===== src/rtl/uart_rx_if.sv =====
// rtl/uart_rx_if.sv - byte holding-register handshake and error pulses of uart_rx
interface uart_rx_if;
  logic [7:0] rx_data;
  logic       rx_valid;
  logic       rx_ready;
  logic       frame_err;
  logic       overrun;
  logic       parity_err;

  modport master (
    output rx_data, rx_valid, frame_err, overrun, parity_err,
    input  rx_ready
  );

  modport slave (
    input  rx_data, rx_valid, frame_err, overrun, parity_err,
    output rx_ready
  );
endinterface


===== src/rtl/uart_rx.sv =====
// rtl/uart_rx.sv - 8N1 UART receiver with single-entry valid/ready holding register
// Define UART_RX_PARITY_EN for 8E1 framing with parity_err reporting.
module uart_rx #(
  parameter int CLK_FREQ   = 27000000,
  parameter int BAUD_RATE  = 115200,
  parameter int BIT_PERIOD = CLK_FREQ / BAUD_RATE
) (
  input  logic      clk,
  input  logic      rst_n,
  input  logic      rx,
  uart_rx_if.master rx_if
);

  localparam int          HALF_PERIOD = BIT_PERIOD / 2;
  localparam logic [15:0] BIT_LAST    = 16'(BIT_PERIOD - 1);
  localparam logic [15:0] HALF_LAST   = 16'(HALF_PERIOD - 1);

  typedef enum logic [2:0] {
    IDLE,
    START,
    DATA,
`ifdef UART_RX_PARITY_EN
    PARITY,
`endif
    STOP,
    WAIT_HIGH
  } state_t;

  state_t      state_q, state_d;
  logic [15:0] cnt_q, cnt_d;
  logic [2:0]  idx_q, idx_d;
  logic [7:0]  shift_q, shift_d;
  logic        rx_meta, rx_s;
  logic        stop_ok, stop_bad;
  logic        cnt_wrap;

  logic [7:0]  data_q;
  logic        valid_q;
  logic        frame_err_q;
  logic        overrun_q;
  logic        parity_err_q;

  always_ff @(posedge clk or negedge rst_n) begin
    if (!rst_n) begin
      rx_meta <= 1'b1;
      rx_s    <= 1'b1;
    end else begin
      rx_meta <= rx;
      rx_s    <= rx_meta;
    end
  end

  assign cnt_wrap = (cnt_q == BIT_LAST);

`ifdef UART_RX_PARITY_EN
  logic par_q, par_d;

  always_ff @(posedge clk or negedge rst_n) begin
    if (!rst_n) par_q <= 1'b0;
    else        par_q <= par_d;
  end
`endif

  always_ff @(posedge clk or negedge rst_n) begin
    if (!rst_n) begin
      state_q <= IDLE;
      cnt_q   <= 16'd0;
      idx_q   <= 3'd0;
      shift_q <= 8'd0;
    end else begin
      state_q <= state_d;
      cnt_q   <= cnt_d;
      idx_q   <= idx_d;
      shift_q <= shift_d;
    end
  end

  always_comb begin
    state_d  = state_q;
    cnt_d    = cnt_q;
    idx_d    = idx_q;
    shift_d  = shift_q;
    stop_ok  = 1'b0;
    stop_bad = 1'b0;
`ifdef UART_RX_PARITY_EN
    par_d    = par_q;
`endif
    case (state_q)
      IDLE: begin
        cnt_d = 16'd0;
        if (!rx_s) state_d = START;
      end
      START: begin
        // Mid-start recheck rejects short low glitches.
        if (cnt_q == HALF_LAST) begin
          cnt_d   = 16'd0;
          idx_d   = 3'd0;
          state_d = rx_s ? IDLE : DATA;
        end else begin
          cnt_d = cnt_q + 16'd1;
        end
      end
      DATA: begin
        if (cnt_wrap) begin
          shift_d[idx_q] = rx_s;
          cnt_d          = 16'd0;
          idx_d          = idx_q + 3'd1;
          if (idx_q == 3'd7) begin
`ifdef UART_RX_PARITY_EN
            state_d = PARITY;
`else
            state_d = STOP;
`endif
          end
        end else begin
          cnt_d = cnt_q + 16'd1;
        end
      end
`ifdef UART_RX_PARITY_EN
      PARITY: begin
        if (cnt_wrap) begin
          par_d   = rx_s;
          cnt_d   = 16'd0;
          state_d = STOP;
        end else begin
          cnt_d = cnt_q + 16'd1;
        end
      end
`endif
      STOP: begin
        // Leaving at mid-stop lets a back-to-back start edge be caught.
        if (cnt_wrap) begin
          cnt_d = 16'd0;
          if (rx_s) begin
            stop_ok = 1'b1;
            state_d = IDLE;
          end else begin
            stop_bad = 1'b1;
            state_d  = WAIT_HIGH;
          end
        end else begin
          cnt_d = cnt_q + 16'd1;
        end
      end
      WAIT_HIGH: begin
        if (rx_s) state_d = IDLE;
      end
      default: state_d = IDLE;
    endcase
  end

  always_ff @(posedge clk or negedge rst_n) begin
    if (!rst_n) begin
      data_q       <= 8'd0;
      valid_q      <= 1'b0;
      frame_err_q  <= 1'b0;
      overrun_q    <= 1'b0;
      parity_err_q <= 1'b0;
    end else begin
      frame_err_q  <= stop_bad;
      overrun_q    <= 1'b0;
`ifdef UART_RX_PARITY_EN
      parity_err_q <= stop_ok && (^{shift_q, par_q});
`else
      parity_err_q <= 1'b0;
`endif
      if (stop_ok) begin
        if (!valid_q || rx_if.rx_ready) begin
          data_q  <= shift_q;
          valid_q <= 1'b1;
        end else begin
          overrun_q <= 1'b1;
        end
      end else if (valid_q && rx_if.rx_ready) begin
        valid_q <= 1'b0;
      end
    end
  end

  assign rx_if.rx_data    = data_q;
  assign rx_if.rx_valid   = valid_q;
  assign rx_if.frame_err  = frame_err_q;
  assign rx_if.overrun    = overrun_q;
  assign rx_if.parity_err = parity_err_q;

endmodule


===== src/flat_wrapper.sv =====
// flat-port wrapper written by rule: the top's interface ports become plain ports
module uart_rx_flat 
#(
  parameter int CLK_FREQ   = 27000000,
  parameter int BAUD_RATE  = 115200,
  parameter int BIT_PERIOD = CLK_FREQ / BAUD_RATE
)
  (clk, rst_n, rx, rx_if_rx_data, rx_if_rx_valid, rx_if_frame_err, rx_if_overrun, rx_if_parity_err, rx_if_rx_ready);
  uart_rx_if rx_if_i ();
  input  logic clk;
  input  logic rst_n;
  input  logic rx;
  output wire logic [$bits(rx_if_i.rx_data)-1:0] rx_if_rx_data;
  output wire logic [$bits(rx_if_i.rx_valid)-1:0] rx_if_rx_valid;
  output wire logic [$bits(rx_if_i.frame_err)-1:0] rx_if_frame_err;
  output wire logic [$bits(rx_if_i.overrun)-1:0] rx_if_overrun;
  output wire logic [$bits(rx_if_i.parity_err)-1:0] rx_if_parity_err;
  input wire logic [$bits(rx_if_i.rx_ready)-1:0] rx_if_rx_ready;
  assign rx_if_rx_data = rx_if_i.rx_data;
  assign rx_if_rx_valid = rx_if_i.rx_valid;
  assign rx_if_frame_err = rx_if_i.frame_err;
  assign rx_if_overrun = rx_if_i.overrun;
  assign rx_if_parity_err = rx_if_i.parity_err;
  assign rx_if_i.rx_ready = rx_if_rx_ready;
  uart_rx #(.CLK_FREQ(CLK_FREQ), .BAUD_RATE(BAUD_RATE), .BIT_PERIOD(BIT_PERIOD)) u_core (.clk(clk), .rst_n(rst_n), .rx(rx), .rx_if(rx_if_i));
endmodule

===== config.mk =====
export PLATFORM = sky130hd
export DESIGN_NAME = uart_rx_flat
export DESIGN_NICKNAME = d
export VERILOG_FILES = /design/src/rtl/uart_rx_if.sv /design/src/rtl/uart_rx.sv /design/src/flat_wrapper.sv
export SDC_FILE = /design/constraint.sdc
export NUM_CORES = 1
export LEC_CHECK = 0
export ABC_CLOCK_PERIOD_IN_PS = 1780
export CAP_MARGIN = 20
export CORE_AREA = 2 2 53 104
export CTS_CLUSTER_DIAMETER = 30
export DETAILED_ROUTE_END_ITERATION = 8
export DIE_AREA = 0 0 55 106
export DONT_BUFFER_PORTS = 1
export GPL_ROUTABILITY_DRIVEN = 0
export SETUP_SLACK_MARGIN = 0.3
export SLEW_MARGIN = 30
export SYNTH_ARGS = -nofsm -noshare
export SYNTH_HDL_FRONTEND = slang
export SYNTH_SLANG_ARGS = --single-unit
export TNS_END_PERCENT = 20

===== constraint.sdc =====
create_clock -name clk -period 1.78 [get_ports clk]
set_input_delay 0.445 -clock clk [delete_from_list [all_inputs] [get_ports clk]]
set_output_delay 0.445 -clock clk [all_outputs]
set_load 0.01 [all_outputs]

==> results_dict.tcl <==
set metrics [dict create \
    status "finished, violations left" \
    synthFlopType "dfrtp_1" \
    portBuffers 0 \
    dpl_cell_area_sq_um 2540 \
    routed_wl_mm 4.80 \
    peakVddDrop_uv 654 \
    arrival_ns 2.09 \
    track_usage 0.187 \
    syn_inst 212 \
    grt_overflow 0 \
    synth_edf_count 0 \
    clock_latency_ns 0.31 \
    initial_core_util 0.438 \
    leakage_nw 1.32 \
    critPathSlowestCell "dfrtp_1" \
    path_clk_slew_ns 0.08 \
    cts_max_path_buffers 2 \
    hp-start "rx" \
    reg2reg_slack_ns -0.11 \
    setup_viol 25 \
    dieArea_sq_um 5830 \
    synth_largest_area_cell "dfrtp_1" \
    grt_pass1_vias 1727 \
    synthToLayoutAreaGrowth_pct 24.2 \
    powerDensity_nw_per_um2 644 \
    design_area_sq_um 2770 \
    htree_levels 2 \
    async_flop_share 1.00 \
    crit_required_ns 1.98 \
    start_kind "register" \
    path_cells "inv_2, ha_1, and4bb_1, and3_4, nand4b_1, nor3b_2, mux2_4" \
    rows 37 \
    antenna_found_initial 0 \
    worst_r2r_endpoint "u_core.shift_q[2]" \
    avgRoutedWirePerCell_um 15.6 \
    synth-seq-cells 43 \
    nFillCells 465 \
    ios 16 \
    cp-end-kind "register" \
    period_needed_ns 1.89 \
    grt_pass1_wl_mm 7.80 \
    yosysWarningCount 0 \
    timing_hold_violations_final 0 \
    synth.distinct_cells 47 \
    clock-root-buffer "clkbuf_8" \
    total_power_mw 1.78 \
    criticalPathCategory "reg -> reg" \
    crit_path_max_incr_delay_ns 0.39 \
    yosysMostFrequentCell "dfrtp_1" \
    drive_gt1_frac 0.332 \
    synthesis.area_sq_um 2230 \
    cts-buffers-inserted 5 \
    post-route-drc-count 0 \
    die_height_um 106 \
    crit_fanout 4 \
    avgSynthCellArea_sq_um 10.5 \
    vias_per_cell 5.57 \
    rsz0062_at_grt "true" \
    antennaDiodeCount 0 \
    grt_max_degree 44 \
    fin_ws_ns -0.114 \
    seq_area_frac_synth 0.483 \
    timing.fmax_mhz 528 \
    ff_latch_area_sq_um 1080 \
    synth_top_area_frac 0.460 \
    clock-sinks 43 \
    worstHoldPathType "in -> reg" \
    syn_nets 221 \
    hpwl_mm 3.58 \
    reg2reg_depth 7 \
    synth_area_leaders "dfrtp_1 (46%), mux2_2 (4.5%), mux2_1 (4.0%)" \
    ant_nets 0 \
    cap_violations 0 \
    drtIter0Drc 24 \
    whs_endpoint "u_core.rx_meta" \
    finalClockSkew_ns 0.00912 \
    finalMaxSlewViolations 0 \
    r2r_start "u_core.cnt_q[1]" \
    failed_checks "setup timing" \
    cts_tree "done" \
    min_path_cells 0 \
    yosys-top-cells-count "dfrtp_1 (41), nand2_1 (22), nor2_1 (14)" \
    nets 258 \
    core_area_sq_um 5090 \
    final.period_utilization 1.06 \
    multi_input_area_sq_um 1140 \
    first_pass_iters 4 \
    die_w_um 55 \
    vias 1715 \
]
## per-stage QoR
stage,setup WS [ns],utilization,std cells,hold WS [ns],TNS [ns]
after floorplan,-0.00454,-,212,0.149,-0.00590
after global placement,-0.0580,0.499,296,0.150,-0.224
after detailed placement,-0.108,0.499,296,0.150,-0.510
after CTS,-0.128,0.535,306,0.125,-0.731
after global routing,-0.244,0.544,308,0.118,-4.50
final,-0.114,0.544,308,0.136,-1.20
## critical path: cells and delay by family, from the launching register on
kind                       cells  cell delay [ns]
DFF                            1             0.39
and+or+nand+nor                4             0.88
muxes                          1             0.31
adders and majority gates      1             0.13
buffers and inverters          1             0.07
## sequential cells by signal (all words and copies together), names as in the netlist
name and cells:
u_core.cnt_q 16, u_core.rx_if.rx_valid 1, u_core.rx_if.frame_err 1, u_core.rx_if.rx_data 8
u_core.shift_q 8, u_core.rx_s 1, u_core.idx_q 3, u_core.rx_if.overrun 1
u_core.rx_meta 1, u_core.state_q 3
## power by group
group	internal, mW	switching [mW]	total, mW	leakage (nW)
clock	0.418	0.347	0.765	0.0581
combinational	0.0113	0.0253	0.0367	0.685
sequential	0.980	0.00270	0.983	0.579
total	1.41	0.375	1.78	1.32
## cell families (layout without fill, tap and decap cells)
family,after synthesis,count (layout),share of synthesized area
compound gates,39,39,0.116
xor+xnor,4,4,0.0157
fa+ha+maj,5,5,0.0280
buf+inv,16,54,0.0398
flops,43,43,0.483
mux,19,19,0.0948
other cells,1,1,0.00168
simple gates,85,85,0.220
## per-layer routing
metal	track usage	up-vias	part of all wire	wire length (um)
met5	0	-	0	0
met4	0.113	0	0.045	218
met3	0.0421	17	0.024	117
met2	0.329	24	0.56	2700
met1	0.181	840	0.37	1770
li1	-	834	-	-
## final cells by class
class                   instances  area share
clock inverters                 3      0.0158
multi-input cells             153       0.411
well taps                      58      0.0262
inverters                       5     0.00678
repair buffers                 41       0.126
flip-flops and latches         43       0.389
clock buffers                   5      0.0248
## timing repair
action / 4_1_cts / 5_1_grt
endpoints found under the hold margin: 43 / 0
hold buffers: 2 / 0
resized for setup: 12 / 9
endpoints found under the setup margin: 41 / 41
setup buffers: 0 / 2
pin swaps: 10 / 5
## worst max path at each step
stage                          start           endpoint  slack (ns)  cells after the start
CTS                 u_core.cnt_q[13]  u_core.shift_q[2]       -0.13                      5
global placement    u_core.cnt_q[13]  u_core.shift_q[0]       -0.06                      5
floorplan            u_core.cnt_q[1]  u_core.shift_q[0]      -0.005                      7
global route         u_core.cnt_q[1]  u_core.shift_q[0]       -0.24                      7
detailed placement   u_core.cnt_q[1]  u_core.shift_q[2]       -0.11                      7
finish               u_core.cnt_q[1]  u_core.shift_q[2]       -0.11                      7
## cells in the final DEF (no fill, tap or decap), drive strengths merged, types with 2 or more instances in the layout
cell and n:
a2bb2oi 2, o21ai 10, a21oi 11, nand2 22, a22o 2, ha 5
and4 4, nand4 4, nor3 3, nand2b 4, mux2i 2, mux2 17
xor2 3, nand3 9, nor2 15, a21o 2, and3 9, dfrtp 41
nor3b 2, dfstp 2, a31oi 6, clkinv 2, clkbuf 5, inv 5
nand3b 4, nor4 2, buf 40
(Power assumes the default switching activity.)
